## config.mk

```make
export PLATFORM = sky130hd
export DESIGN_NAME = ft_recovery_ctrl
export DESIGN_NICKNAME = d
export VERILOG_FILES = /design/src/rtl/ft_pkg.sv /design/src/rtl/ft_sat_counter.sv /design/src/rtl/ft_recovery_ctrl.sv
export SDC_FILE = /design/constraint.sdc
export NUM_CORES = 1
export LEC_CHECK = 0
export CAP_MARGIN = 20
export CORE_MARGIN = 2
export CORE_UTILIZATION = 36
export CTS_BUF_LIST = sky130_fd_sc_hd__clkbuf_16
export DETAILED_ROUTE_END_ITERATION = 6
export MAX_ROUTING_LAYER = met4
export PLACE_DENSITY = 0.65
export REMOVE_ABC_BUFFERS = 1
export SYNTH_ARGS = -nofsm -noshare
export SYNTH_HDL_FRONTEND = slang
export SYNTH_SLANG_ARGS = --single-unit
```

## constraint.sdc

```tcl
create_clock -name clk_i -period 2 [get_ports clk_i]
set_input_delay 0.3 -clock clk_i [delete_from_list [all_inputs] [get_ports clk_i]]
set_output_delay 0.3 -clock clk_i [all_outputs]
set_load 0.01 [all_outputs]
```

## src/rtl/ft_pkg.sv

```systemverilog
// ft_pkg: shared state encoding and default constants for the fault-tolerant recovery controller
package ft_pkg;
   typedef enum logic [1:0] {ST_RUN, ST_HALT, ST_RESTORE, ST_FATAL} state_t;
   localparam logic [31:0] DEF_BOOT_ADDR    = 32'h0000_0000;
   localparam int          DEF_DRAIN_CYCLES = 2;
   localparam int          DEF_MAX_RETRY    = 3;
   localparam int          DEF_COMMIT_CLEAR = 4;
   localparam int          DEF_CNT_W        = 8;
endpackage

```

## src/rtl/ft_sat_counter.sv

```systemverilog
// ft_sat_counter: saturating up-counter with synchronous clear
module ft_sat_counter #(
   parameter int W = 8
) (
   input  logic         clk_i,
   input  logic         clr,
   input  logic         inc,
   output logic [W-1:0] count
);
   // clear wins over increment; count holds once it reaches all-ones
   always_ff @(posedge clk_i)
      count <= clr ? '0 : (inc && count != '1) ? count + 1'b1 : count;
endmodule

```

## src/rtl/ft_recovery_ctrl.sv

```systemverilog
// ft_recovery_ctrl: checkpoint/rollback sequencer for a lockstep core pair
module ft_recovery_ctrl
   import ft_pkg::*;
#(
   parameter logic [31:0] BOOT_ADDR    = DEF_BOOT_ADDR,
   parameter int          DRAIN_CYCLES = DEF_DRAIN_CYCLES,
   parameter int          MAX_RETRY    = DEF_MAX_RETRY,
   parameter int          COMMIT_CLEAR = DEF_COMMIT_CLEAR,
   parameter int          CNT_W        = DEF_CNT_W
) (
   input  logic             clk_i,
   input  logic             rst_i,
   input  logic             error_i,
   input  logic             commit_i,
   input  logic [31:0]      commit_pc_i,
   output logic             halt_o,
   output logic             restore_o,
   output logic [31:0]      restore_pc_o,
   output logic             busy_o,
   output logic             fatal_o,
   output logic [CNT_W-1:0] error_count_o
);
   localparam logic [3:0] DRAIN_LOAD = 4'(DRAIN_CYCLES - 1);
   localparam logic [3:0] RETRY_MAX  = 4'(MAX_RETRY);
   localparam logic [8:0] CLEAR_AT   = 9'(COMMIT_CLEAR);

   state_t      state, state_nx;
   logic [3:0]  retry_cnt, drain_cnt;
   logic [7:0]  clean_cnt;
   logic        acc_err, clean_commit, clean_hit, retry_full;

   // errors and commits are only observed while running; an error masks a same-cycle commit
   assign acc_err      = state == ST_RUN && error_i;
   assign clean_commit = state == ST_RUN && commit_i && !error_i;
   assign clean_hit    = {1'b0, clean_cnt} + 9'd1 == CLEAR_AT;
   assign retry_full   = retry_cnt == RETRY_MAX;

   // state register
   always_ff @(posedge clk_i)
      state <= rst_i ? ST_RUN : state_nx;

   // next-state: run -> halt (or fatal once retries are exhausted) -> restore -> run
   always_comb begin
      state_nx = state;
      case (state)
         ST_RUN:     state_nx = acc_err ? (retry_full ? ST_FATAL : ST_HALT) : ST_RUN;
         ST_HALT:    state_nx = drain_cnt == '0 ? ST_RESTORE : ST_HALT;
         ST_RESTORE: state_nx = ST_RUN;
         default:    state_nx = ST_FATAL;
      endcase
   end

   // outputs decoded purely from the registered state
   always_comb begin
      halt_o    = state != ST_RUN;
      busy_o    = state != ST_RUN;
      restore_o = state == ST_RESTORE;
      fatal_o   = state == ST_FATAL;
   end

   // checkpoint, retry/clean bookkeeping and drain timer
   always_ff @(posedge clk_i) begin
      if (rst_i) begin
         restore_pc_o <= BOOT_ADDR;
         retry_cnt    <= '0;
         clean_cnt    <= '0;
         drain_cnt    <= '0;
      end else if (acc_err) begin
         clean_cnt <= '0;
         if (!retry_full) begin
            retry_cnt <= retry_cnt + 4'd1;
            drain_cnt <= DRAIN_LOAD;
         end
      end else if (clean_commit) begin
         restore_pc_o <= commit_pc_i;
         clean_cnt    <= clean_hit ? '0 : clean_cnt + 8'd1;
         if (clean_hit) retry_cnt <= '0;
      end else if (state == ST_HALT && drain_cnt != '0) begin
         drain_cnt <= drain_cnt - 4'd1;
      end
   end

   ft_sat_counter #(.W(CNT_W)) u_err_cnt (
      .clk_i (clk_i),
      .clr   (rst_i),
      .inc   (acc_err),
      .count (error_count_o)
   );
endmodule

```

# Yosys cells after proc, flatten, opt, wreduce, memory -nomap -nowiden
# Cells that the tools add are included.
[op_classes] n_addsub=5 n_eq_ne=8 mux=13 bitwise_logic=1 n_reduce_logical=17
[op_table] operator="$mux W4" n=8
[op_table] operator="$add A8 B1 Y8 const B" n=2
[op_table] operator="$add A8 B1 Y9 const B" n=1
[op_table] operator="$eq A9 B3 Y1 const B" n=1
[op_table] operator="$mux W8" n=1
[op_table] operator="$ne A8 B8 Y1 const B" n=1
[op_table] operator="$reduce_bool A2 Y1" n=4
[op_table] operator="$mux W2" n=3
[op_table] operator="$pmux W2 S3" n=1
[op_table] operator="$reduce_and A3 Y1" n=2
[op_table] operator="$logic_and A1 B1 Y1" n=5
[op_table] operator="$add A4 B1 Y4 const B" n=1
[op_table] operator="$eq A2 B2 Y1 const B" n=2
[op_table] operator="$eq A4 B2 Y1 const B" n=1
[op_table] operator="$logic_not A4 Y1" n=1
[op_table] operator="$ne A2 B2 Y1 const B" n=2
[op_table] operator="$reduce_bool A4 Y1" n=1
[op_table] operator="$sub A4 B1 Y4 const B" n=1
[op_table] operator="$eq A2 B1 Y1 const B" n=1
[op_table] operator="$logic_not A2 Y1" n=1
[op_table] operator="$reduce_and A2 Y1" n=1
[op_table] operator="$reduce_or A2 Y1" n=1
[op_table] operator="$logic_not A1 Y1" n=1
[op_table] operator="$not A1 Y1" n=1
[word_totals] ff_bits=58 inputBits=36 output_inout_bits=44

# Depth between registers and ports, before layout
[depth] word_depth=5 mapped_depth=8

# By module
# Synthesis repeated with hierarchy kept, for this count alone.
[hier_totals] cells_unflattened=312 area_unflattened_um2=2651.3
[by_module_without_submodules] module="ft_recovery_ctrl" n_inst=1 cells_each=266 area_per_inst_um2=2220.9 seq_area_each_um2=1001.0
[by_module_without_submodules] module="ft_sat_counter" n_inst=1 cells_each=46 area_per_inst_um2=430.4 seq_area_each_um2=160.2

# Least setup slack after synthesis
# No wires, ideal clock.
[synth_timing] path_type="flip-flop to flip-flop" start="reg clean_cnt[0]" end="reg retry_cnt[2]" t_arrival_ns=1.614 required_ns=1.866 setup_slack_ns=0.251 stages_incl_launch_ff=6 n_path_buf=0 synth_period_minus_slack_ns=1.749 cell_sequence="dfxtp_1 > nand3_1 > or4_1 > o311a_1 > o311ai_0 > o31ai_1"
[synth_between] elab_chain_cells=4
[synth_lines] item="from (decl)" line_no="ft_recovery_ctrl.sv:29" text="logic [7:0] clean_cnt;"
[synth_lines] item="from (signal assigned)" line_no="ft_recovery_ctrl.sv:76" text="clean_cnt <= clean_hit ? '0 : clean_cnt + 8'd1;"
[synth_lines] item="$add A8 B1 Y9" line_no="ft_recovery_ctrl.sv:35" text="assign clean_hit = {1'b0, clean_cnt} + 9'd1 == CLEAR_AT;"
[synth_lines] item="$eq A9 B3 Y1" line_no="ft_recovery_ctrl.sv:35"
[synth_lines] item="$reduce_bool A2 Y1 (no source line)"
[synth_lines] item="$reduce_and A3 Y1 (no source line)"
[synth_lines] item="to (signal assigned)" line_no="ft_recovery_ctrl.sv:71" text="retry_cnt <= retry_cnt + 4'd1;"
[synth_lines] item="to (decl)" line_no="ft_recovery_ctrl.sv:28" text="logic [3:0] retry_cnt, drain_cnt;"
# No other way between the ends.
# A chain may end at the register's enable or synchronous reset.

# Worst setup path in the final report
[layout_timing] start="reg state[1]" end="out busy_o"
[layout_between] elab_chain_cells=1
[layout_lines] item="from (decl)" line_no="ft_recovery_ctrl.sv:27" text="state_t state, state_nx;"
[layout_lines] item="from (signal assigned)" line_no="ft_recovery_ctrl.sv:40" text="state <= rst_i ? ST_RUN : state_nx;"
[layout_lines] item="$reduce_bool A2 Y1" line_no="ft_recovery_ctrl.sv:56" text="busy_o = state != ST_RUN;"
[layout_lines] item="to (decl)" line_no="ft_recovery_ctrl.sv:19" text="output logic busy_o,"
# No other way between the ends.

==> results.json <==
{
  "cp_top_family": "buffers and inverters",
  "synth-simple-area-share": 0.288,
  "critPathSlowestCell": "clkdlybuf4s50_1",
  "core-area_mm2": 0.00679,
  "max_cap_violations": 0,
  "initial_core_util": 0.373,
  "areaGrowthSynthToFinish_pct": 49.6,
  "port-buffer-count": 79,
  "synth-xor-area-share": 0.0450,
  "final_area_mm2": 0.00379,
  "ant_nets": 0,
  "worstHoldPathCells": 2,
  "layout.cells.most_common": "nand2_1",
  "fin_nets": 441,
  "groute.usage.overall": 0.172,
  "critical_path_cell_count": 3,
  "synth_flop_cell": "dfxtp_1",
  "avgRoutedWirePerCell_um": 12.4,
  "critPathMaxFanout": 12,
  "crit_path_start_kind": "flop",
  "synth_top_family_by_area": "simple AND/OR/NAND/NOR gates",
  "final_hold_viol_count": 0,
  "rows": 30,
  "io_pins": 80,
  "grt_pass1_vias": 2202,
  "period_minus_slack_ps": 1890,
  "synth_edf_count": 0,
  "die-area_mm2": 0.00772,
  "r2r_slack_ps": 140,
  "synth_cell_types": 46,
  "placed_cell_area_mm2": 0.00346,
  "hold_path.startpoint": "rst_i",
  "critPathKind": "flop to output port",
  "syn_area_per_cell_um2": 8.09,
  "netlist_instances": 313,
  "cts_tree": "done",
  "first_iter_violations": 98,
  "most-common-layout-cells": "nand2_1 (80), clkdlybuf4s50_1 (78), dfxtp_1 (57)",
  "dieWidth_um": 87.9,
  "cts_root_buf": "clkbuf_16",
  "ys_ff_latch": 58,
  "power_w": 0.00341,
  "drv_slew": 0,
  "wirelength_um": 6200,
  "synth_compound_gate_area_share": 0.138,
  "cp.required_ps": 1700,
  "slew_headroom": 0.744,
  "viasPerCell": 4.80,
  "tightest_slew_ps": 384,
  "hold_path.class": "input port to flop",
  "crit_chain": "buf_4 > or2_2 > clkdlybuf4s50_1",
  "cts_hold_buf": 0,
  "insertedDiodeCount": 0,
  "status": "complete, no violations",
  "leakage_nw": 1.37,
  "die_y_um": 87.9,
  "layout-drive-gt1-share": 0.109,
  "post_cts_buffers": 0,
  "power_density_mw_per_mm2": 901,
  "min_to": "state[1]$_SDFF_PP0_",
  "rr_endpoint": "retry_cnt[2]$_SDFFE_PP0P_",
  "vias": 2399,
  "grt_pass1_wl_um": 10100,
  "hpwl_um": 4220,
  "cts_buffers": 9,
  "r2r_cells": 5,
  "seq_area_frac_synth": 0.458,
  "clock.fmax_mhz": 528,
  "rsz0062_at_grt": "false",
  "cts_buffer_depth": 2,
  "grt_remaining_overflow": 0,
  "clock_sinks": 58,
  "synth_fa_ha_area_frac": 0.0296,
  "cts_htree_levels": 3,
  "grt_max_degree": 37,
  "worstPathBufferInverterCount": 2,
  "synth_mux_area_frac": 0,
  "async_reset_ff_frac": 0,
  "clock_latency_ps": 320,
  "arrival_ps": 1590,
  "post-route-drc-count": 0,
  "vdd_drop_max_mv": 0.500,
  "drt-pass1-iter-count": 6,
  "reg2reg_from": "clean_cnt[4]$_SDFFE_PP0N_",
  "yosys_warnings": 0,
  "antenna_found_initial": 0,
  "setup_viol": 0,
  "fillers": 640,
  "cp_slowest_stage_delay_ps": 480,
  "syn_area_mm2": 0.00253,
  "gp_congestion": 0.757,
  "clkTransAtPathRegs_ps": 50,
  "skew_ps": 4.68,
  "min_period_over_period": 0.947,
  "end_kind": "output port"
}
==> where the power goes <==
part / internal [W] / switching (W) / total (W)
Clock: 0.00107 / 0.000511 / 0.00158
Sequential: 0.00123 / 0.0000473 / 0.00128
Combinational: 0.000292 / 0.000260 / 0.000552
==> layer usage <==
layer,vias up,global-route usage,share of wire
met4,0,0.0503,0.0095
met5,-,-,0
met1,1109,0.207,0.46
li1,1231,-,-
met3,5,0.0726,0.059
met2,54,0.264,0.47
==> Yosys cell counts, drive strengths merged (2+ instances only) <==
cell type,instances,area share
clkbuf,13,0.019
xnor2,7,0.024
ha,6,0.030
nor3b,4,0.014
a22oi,2,0.0059
and3,2,0.0049
nor3,9,0.018
dfxtp,58,0.46
o21ai,7,0.014
or3,5,0.012
nor4,2,0.011
or3b,4,0.015
inv,3,0.0044
nand3,5,0.0099
nand2,80,0.12
or2,2,0.0049
nor2b,3,0.0074
nand3b,2,0.0059
nand2b,4,0.0099
nand4,4,0.0099
a21oi,41,0.081
nor2,24,0.038
xor2,6,0.021
buf,6,0.018
==> sequential cells by signal, indices dropped and copies added (netlist names) <==
| name | count |
|---|---|
| retry_cnt | 4 |
| drain_cnt | 4 |
| state | 2 |
| u_err_cnt.count | 8 |
| clean_cnt | 8 |
| restore_pc_o | 32 |
==> final cells by class <==
class / instances / area, µm² / share of cell area
multi-input cells: 233 / 1290 / 0.340
well taps: 96 / 120 / 0.0317
clock buffers: 9 / 225 / 0.0595
inverters: 3 / 11.3 / 0.00297
repair buffers: 94 / 898 / 0.237
flip-flops and latches: 58 / 1160 / 0.307
clock inverters: 7 / 83.8 / 0.0221
==> repair_timing <==
| item | in CTS | in global routing |
|---|---|---|
| pin swaps | 0 | 1 |
| setup endpoints to repair | 1 | 8 |
| gates resized for setup | 1 | 5 |
==> worst max path at each step <==
| stage | from | endpoint | slack, ps |
|---|---|---|---|
| 2_1_floorplan | state[1]$_SDFF_PP0_ | clean_cnt[7]$_SDFFE_PP0N_ | -60 |
| 3_3_place_gp | commit_i | clean_cnt[7]$_SDFFE_PP0N_ | -50 |
| 3_5_place_dp | commit_i | restore_pc_o[21]$_SDFFE_PP0P_ | -70 |
| 4_1_cts | clean_cnt[0]$_SDFFE_PP0N_ | retry_cnt[2]$_SDFFE_PP0P_ | 10 |
| 5_1_grt | clean_cnt[4]$_SDFFE_PP0N_ | retry_cnt[2]$_SDFFE_PP0P_ | 20 |
| 6_report | state[1]$_SDFF_PP0_ | busy_o | 110 |
==> cell families after synthesis <==
| group | count (synthesis) |
|---|---|
| fa+ha+maj | 6 |
| xor+xnor | 13 |
| compound gates | 61 |
| simple gates | 153 |
| buf+inv | 22 |
| flops | 58 |
==> stage by stage <==
step           instances  utilization  TNS [ps]  setup WS [ps]  hold slack [ps]
2_1_floorplan        294            -      -109          -55.4              369
3_3_place_gp         484        0.509      -632          -50.5              441
3_5_place_dp         484        0.509      -836          -71.8              446
4_1_cts              500        0.554         0           11.8              362
5_1_grt              500        0.557         0           18.1              392
6_report             500        0.557         0            107              373
==> worst reg2reg max path, delay by kind of cell (launching register included) <==
family,cells,cell delay [ps]
simple gates,2,690
compound gates,3,600
flops,1,420
No activity file was read; power rests on OpenSTA's default activity.
